`src/rtl/fetch_sequencer.sv`:
```
// Fetch sequencer: owns the PC, issues one instruction-memory request at a time and hands each instruction to decode.
// Latency: 1 cycle from an acked request to if_valid. Backpressure: an instruction is held until if_ready; redirects squash it.
module fetch_sequencer #(
    parameter int              XLEN     = 64,
    parameter int              INST_W   = 32,
    parameter logic [XLEN-1:0] RESET_PC = '0
) (
    input  logic              clk,
    input  logic              reset,
    output logic              imem_req,
    output logic [XLEN-1:0]   imem_addr,
    input  logic              imem_ack,
    input  logic [INST_W-1:0] imem_rdata,
    input  logic              redirect_valid,
    input  logic [XLEN-1:0]   redirect_pc,
    output logic              if_valid,
    input  logic              if_ready,
    output logic [XLEN-1:0]   if_pc,
    output logic [INST_W-1:0] if_inst,
    output logic [XLEN-1:0]   if_pc4
);

    typedef enum logic [1:0] {
        IDLE  = 2'd0,
        BUSY  = 2'd1,
        HOLD  = 2'd2,
        DRAIN = 2'd3
    } state_t;

    state_t            state;
    state_t            state_nxt;
    logic [XLEN-1:0]   pc;
    logic [XLEN-1:0]   pc_nxt;
    logic [XLEN-1:0]   kill_pc;
    logic [XLEN-1:0]   kill_pc_nxt;
    logic [XLEN-1:0]   redir_tgt;
    logic              capture;
    logic              release_inst;
    logic              unused_low;

    // Fetch addresses are word aligned; the low target bits are dropped.
    assign redir_tgt  = {redirect_pc[XLEN-1:2], 2'b00};
    assign unused_low = ^redirect_pc[1:0];

    // pc is the address of the outstanding request, so it doubles as imem_addr.
    assign imem_req  = (state == BUSY) || (state == DRAIN);
    assign imem_addr = pc;

    always_ff @(posedge clk or posedge reset) begin
        if (reset) begin
            state <= IDLE;
        end else begin
            state <= state_nxt;
        end
    end

    always_comb begin
        state_nxt    = state;
        pc_nxt       = pc;
        kill_pc_nxt  = kill_pc;
        capture      = 1'b0;
        release_inst = 1'b0;
        case (state)
            IDLE: begin
                state_nxt = BUSY;
                if (redirect_valid) begin
                    pc_nxt = redir_tgt;
                end
            end
            BUSY: begin
                if (redirect_valid) begin
                    if (imem_ack) begin
                        pc_nxt = redir_tgt;
                    end else begin
                        kill_pc_nxt = redir_tgt;
                        state_nxt   = DRAIN;
                    end
                end else if (imem_ack) begin
                    capture   = 1'b1;
                    pc_nxt    = pc + XLEN'(4);
                    state_nxt = HOLD;
                end
            end
            HOLD: begin
                if (redirect_valid) begin
                    release_inst = 1'b1;
                    pc_nxt       = redir_tgt;
                    state_nxt    = BUSY;
                end else if (if_ready) begin
                    release_inst = 1'b1;
                    state_nxt    = BUSY;
                end
            end
            DRAIN: begin
                // The in-flight response belongs to the squashed path; wait it out, then restart.
                if (redirect_valid) begin
                    kill_pc_nxt = redir_tgt;
                end
                if (imem_ack) begin
                    pc_nxt    = redirect_valid ? redir_tgt : kill_pc;
                    state_nxt = BUSY;
                end
            end
            default: begin
                state_nxt = IDLE;
            end
        endcase
    end

    always_ff @(posedge clk or posedge reset) begin
        if (reset) begin
            pc       <= RESET_PC;
            kill_pc  <= '0;
            if_valid <= 1'b0;
            if_pc    <= '0;
            if_inst  <= '0;
            if_pc4   <= '0;
        end else begin
            pc      <= pc_nxt;
            kill_pc <= kill_pc_nxt;
            if (capture) begin
                if_valid <= 1'b1;
                if_pc    <= pc;
                if_inst  <= imem_rdata;
                if_pc4   <= pc + XLEN'(4);
            end else if (release_inst) begin
                if_valid <= 1'b0;
            end
        end
    end

endmodule
```
`config.mk`:
```
export PLATFORM = sky130hd
export DESIGN_NAME = fetch_sequencer
export DESIGN_NICKNAME = d
export VERILOG_FILES = /design/src/rtl/fetch_sequencer.sv
export SDC_FILE = /design/constraint.sdc
export NUM_CORES = 1
export LEC_CHECK = 0
export BUFFER_PORTS_ARGS = -buffer_cell sky130_fd_sc_hd__clkbuf_2
export CAP_MARGIN = 40
export CORE_MARGIN = 2
export CORE_UTILIZATION = 49
export CTS_CLUSTER_SIZE = 28
export DETAILED_ROUTE_END_ITERATION = 8
export PLACE_DENSITY = 0.77
export SETUP_SLACK_MARGIN = 0.15
export SLEW_MARGIN = 10
export SYNTH_ARGS = -nofsm -noshare
export SYNTH_HDL_FRONTEND = slang
export SYNTH_SLANG_ARGS = --single-unit
```
`constraint.sdc`:
```
create_clock -name clk -period 7.6 [get_ports clk]
set_clock_uncertainty 0.05 [all_clocks]
set_input_delay 0.38 -clock clk [delete_from_list [all_inputs] [get_ports clk]]
set_output_delay 0.38 -clock clk [all_outputs]
set_load 0.05 [all_outputs]
```
# After elaboration in Yosys (flattened, before gate mapping)

Index checks and enable logic that the tools add are counted.

Equal/unequal tests: 11
Add/sub/neg operators: 1
Reduce and logical (&&, ||, !) cells: 8
Multiplexer cells: 25

Operator list:

| operator              | count |
|---|---|
| $mux 64               | 8 |
| $pmux 64 s3           | 1 |
| $pmux 64 s2           | 1 |
| $add 64x3->64 const B | 1 |
| $mux 2                | 6 |
| $ne 3x3->1 const B    | 3 |
| $mux 1                | 8 |
| $ne 2x2->1 const B    | 4 |
| $pmux 2 s4            | 1 |
| $reduce_and 3->1      | 2 |
| $eq 2x2->1 const B    | 2 |
| $reduce_and 4->1      | 1 |
| $reduce_bool 2->1     | 2 |
| $eq 2x1->1 const B    | 1 |
| $logic_not 2->1       | 1 |
| $ne 2x1->1 const B    | 1 |
| $reduce_or 2->1       | 1 |
| $logic_or 1x1->1      | 1 |

Output and inout port bits: 226
Word-level logic and storage cells: 52
Input bits: 101
Bits in registers: 291

# Logic depth before layout (Yosys ltp)

Depth in word-level cells: 5
Depth in mapped cells: 10

# Worst setup path after synthesis

Ideal clock, no wire load.

Path type: register -> register
From: reg pc[2] (netlist: imem_addr[2])
To: reg pc[50] (netlist: imem_addr[50])
Library setup time: 118 ps
Clock period less this slack: 2752 ps
Slack: 4848 ps
Arrival time: 2583 ps
Cell stages (with the launch flop): 9
Path through: dfrtp_1 ha_1 nand3_2 or3_1 buf_6 nor4_4 and3_1 a21oi_1 o2bb2a_4

Cells in the longest elaborated chain, start to end: 4

Ends and longest elaborated chain:

| item                     | line | text |
|---|---|---|
| start: declaration       | 32   | `logic [XLEN-1:0] pc;` |
| start signal: assignment | 119  | `pc <= pc_nxt;` |
| $add 64x3->64            | 80   | `pc_nxt = pc + XLEN'(4);` |
| $mux 64                  | 78   | `end else if (imem_ack) begin` |
| $mux 64                  | 71   | `if (redirect_valid) begin` |
| $pmux 64 s3              | 63   | `case (state)` |

No other way between the ends. The select of a mux whose other input is x is not followed.
A chain may end at the register's enable or synchronous reset.

# Final worst setup path

From: reg state[0]
To: reg pc[57] (netlist: imem_addr[57])

Cells in the longest elaborated chain, start to end: 4
Elaborated cells between the ends (all ways): 10

Ends and longest elaborated chain:

| item                                                 | line | text |
|---|---|---|
| start: declaration                                   | 30   | `state_t state;` |
| start signal: assignment                             | 53   | `state <= state_nxt;` |
| $eq 2x2->1 / $logic_not 2->1 (equally long branches) | 63   |  |
| $reduce_or 2->1 (no line)                            | --   |  |
| $ne 2x1->1 (no line)                                 | --   |  |
| $reduce_and 3->1 (no line)                           | --   |  |

Several ways; a longest one is shown, not always the timed one.

==> flow_summary_export.csv <==
group,metric,value,unit
run_status,status,"completed",
worst_setup_path,worst-path-buf-inv,3,
grt,grt_max_degree,162,
grt,grt_pass1_vias,12782,
cts,clk_latency,550,ps
worst_setup_path,start_kind,"flop",
power_and_ir_drop,peakVddDrop,232.1,µV
floorplanning,core_area,28550,µm²
logic_synthesis,yosys_most_used_dff,"dfrtp_1",
cts,cts_hold_buffers,32,
worst_setup_path,cp_max_fo,26,
sta,fin_hold_ws,22.57,ps
cts,cts_tree,"yes",
sta,fmax,272.2,MHz
power_and_ir_drop,intPower,3.684,mW
place,numPortBuffers,324,
sta,rsz0062_at_grt,"no",
grt,grt_antenna_before_repair,1,
place,dp_hpwl,29330,µm
logic_synthesis,synth.largest_area_cell,"dfrtp_1",
logic_synthesis,syn_avg_cell_area,9.258,µm²
worst_setup_path,crit_type,"reg -> reg",
cts,path_clk_slew,70,ps
floorplanning,initial_core_util,0.4946,
place,gp_congestion,0.8916,
cts,cts_resized,0,
hold_path,hp-class,"in -> reg",
place,post-place-cells,2141,
logic_synthesis,synth-edff-count,0,
logic_synthesis,yosysMostFrequentCell,"nand2_1",
logic_synthesis,yosysWarnings,0,
floorplanning,io_pins,327,
run,drv_cap,0,
power_and_ir_drop,clkPwrFrac,0.224,
sta,tns,0,ps
logic_synthesis,synth_cell_types,67,
detailed_routing,first_pass_iters,6,
grt,grt_pass1_wl,70230,µm
final_layout,drive_above_1_share,0.2729,
worst_setup_path,critPathArrivalTime,4060,ps
logic_synthesis,async_reset_ff_frac,1.000,
cts,cts_setup_buffers,0,
power_and_ir_drop,power.leakage,8.177,nW
final_layout,final_cell_count_no_fill,2232,
logic_synthesis,syn-num-nets,1627,
floorplanning,die_x,173.7,µm
power_and_ir_drop,seq_power_share,0.351,
sta,fin_crit,3674,ps
worst_setup_path,cp_slowest_cell,"dfrtp_1",
worst_setup_path,cpPeakStageDelay,720,ps
detailed_routing,routed_wl,43980,µm
worst_setup_path,cp-end-kind,"flop",
detailed_routing,drc,0,
logic_synthesis,ys_ff_latch,289,
final_layout,synthToLayoutAreaGrowth,23.58,%
cts,clockBufferDepth,3,
detailed_routing,detail-route-antenna-nets,0,
grt,grt.overflow.total,0,
detailed_routing,dr_total_vias,12886,
power_and_ir_drop,p_sw_frac,0.4772,
cts,clock_sink_count,289,
cts,clockRootBuffer,"clkbuf_16",
sta,relSlewSlack,0.3832,
floorplanning,die_height,173.7,µm
sta,hold_violations,0,
final_layout,nNetsFinal,1925,
cts,h-tree-depth,1,
sta,slew_violations,0,
power_and_ir_drop,power_switching,3.363,mW
floorplanning,row_count,62,
cts,cts_buffers,31,
worst_setup_path,crit_family,"simple AND/OR/NAND/NOR gates",
power_and_ir_drop,combinationalPowerShare,0.425,
sta,setup_viol,0,
logic_synthesis,netlist_instances,1525,
detailed_routing,routed_via_density,5.773,
logic_synthesis,synth_commonest_cells,"nand2_1 (338), dfrtp_1 (289), a21oi_1 (123)",
logic_synthesis,yosys-top-cells-area,"dfrtp_1 (51%), nand2_1 (9.0%), mux2_2 (6.1%)",
power_and_ir_drop,power_density,403.9,nW/µm²
worst_setup_path,regToRegSetupSlack,3930,ps
worst_setup_path,path_cells,"buf_4 -> inv_1 -> nand2_1 -> nand2_1 -> buf_4 -> o22ai_1 -> a31oi_1 -> o21a_1",
grt,grt_use_total,0.2898,
logic_synthesis,synthesis.area,14120,µm²
sta,fin_crit_sh,0.4834,
sta,worst_slew_pin_slew,923.0,ps
logic_synthesis,synth_top_area_share,0.5122,
logic_synthesis,synth-seq-area-share,0.5122,
detailed_routing,wl_per_cell,19.70,µm
detailed_routing,first_iter_violations,877,
floorplanning,die_area,30190,µm²
worst_setup_path,worstPathRequired,7990,ps
final timing paths:
| check | start | endpoint | cells past startpoint |
|---|---|---|---|
| setup / recovery | state[0]$_DFFE_PP0P_ | imem_addr[57]$_DFFE_PP0P_ | 8 |
| hold / removal | redirect_pc[15] | kill_pc[15]$_DFFE_PP0P_ | 2 |
| setup reg to reg | state[0]$_DFFE_PP0P_ | imem_addr[57]$_DFFE_PP0P_ | 8 |
| hold reg to reg | if_pc[46]$_DFFE_PP0P_ | if_pc[46]$_DFFE_PP0P_ | 2 |
| max in group asynchronous | reset | if_pc[5]$_DFFE_PP0P_ | 5 |
| min in group asynchronous | reset | if_inst[3]$_DFFE_PP0P_ | 3 |
placed cells by master (no fill, tap or decap), types with 29 or more instances in the layout:
cell           Yosys  layout
a21oi_1          123     123
nand2_1          338     337
dlygate4sd3_1      0      32
xnor2_1           42      42
o21ai_0          117     117
clkbuf_16          0      31
nand3_1           29      29
clkbuf_2           1     324
dfrtp_1          289     288
o22ai_1           33      33
nor2_1           105     104
mux2_2            76      76
state kept, by name, indices dropped and copies added (netlist names):
signal     cells
state          2
if_pc         64
if_valid       1
if_inst       32
if_pc4        62
kill_pc       64
imem_addr     64
per-stage QoR:
stage | area (µm²) | util | total power [mW] | setup WS, ps
finish | 17450 | 0.6112 | 7.047 | 3926
global route | 17450 | 0.6112 | 7.384 | 3782
CTS | 17420 | 0.6101 | 7.063 | 4039
global placement | 15930 | 0.5579 | 5.387 | 4063
floorplan | 14120 | - | 4.665 | 3337
detailed placement | 16030 | 0.5614 | 5.463 | 4008
layer usage:
metal	up-vias	share of wire	global-route usage
met5	-	0	0
met4	0	0.043	0.1211
met3	128	0.082	0.05877
met2	614	0.47	0.4695
met1	6258	0.40	0.3814
li1	5886	-	-
cell families (layout without fill, tap and decap cells):
| kind of cell | count (synthesis) | after routing | synth area share |
|---|---|---|---|
| compound gates | 392 | 392 | 0.1709 |
| xor+xnor | 58 | 58 | 0.03598 |
| buf+inv | 143 | 465 | 0.04068 |
| fa+ha+maj | 1 | 1 | 0.0008861 |
| other cells | 0 | 1 | 0 |
| mux | 77 | 77 | 0.06133 |
| flops | 289 | 289 | 0.5122 |
| simple gates | 565 | 565 | 0.1780 |
power by group through the flow:
stage               combinational (mW)  sequential [mW]  clock (mW)
finish                            3.00             2.48        1.58
global route                      3.17             2.54        1.67
CTS                               3.00             2.47        1.60
detailed placement                2.98             2.49           0
global placement                  2.92             2.46           0
floorplan                        0.872             3.79           0
final cells by class:
type | count | area [µm²]
antenna | 1 | 2.502
fill | 2457 | 11100
inverter | 29 | 112.6
clock inverter | 17 | 210.2
multi-input combinational | 1093 | 6339
clock buffer | 40 | 859.6
tap | 384 | 480.5
sequential | 289 | 7233
timing repair buffer | 379 | 2211
Note: power is estimated with default switching activity, not from simulation.
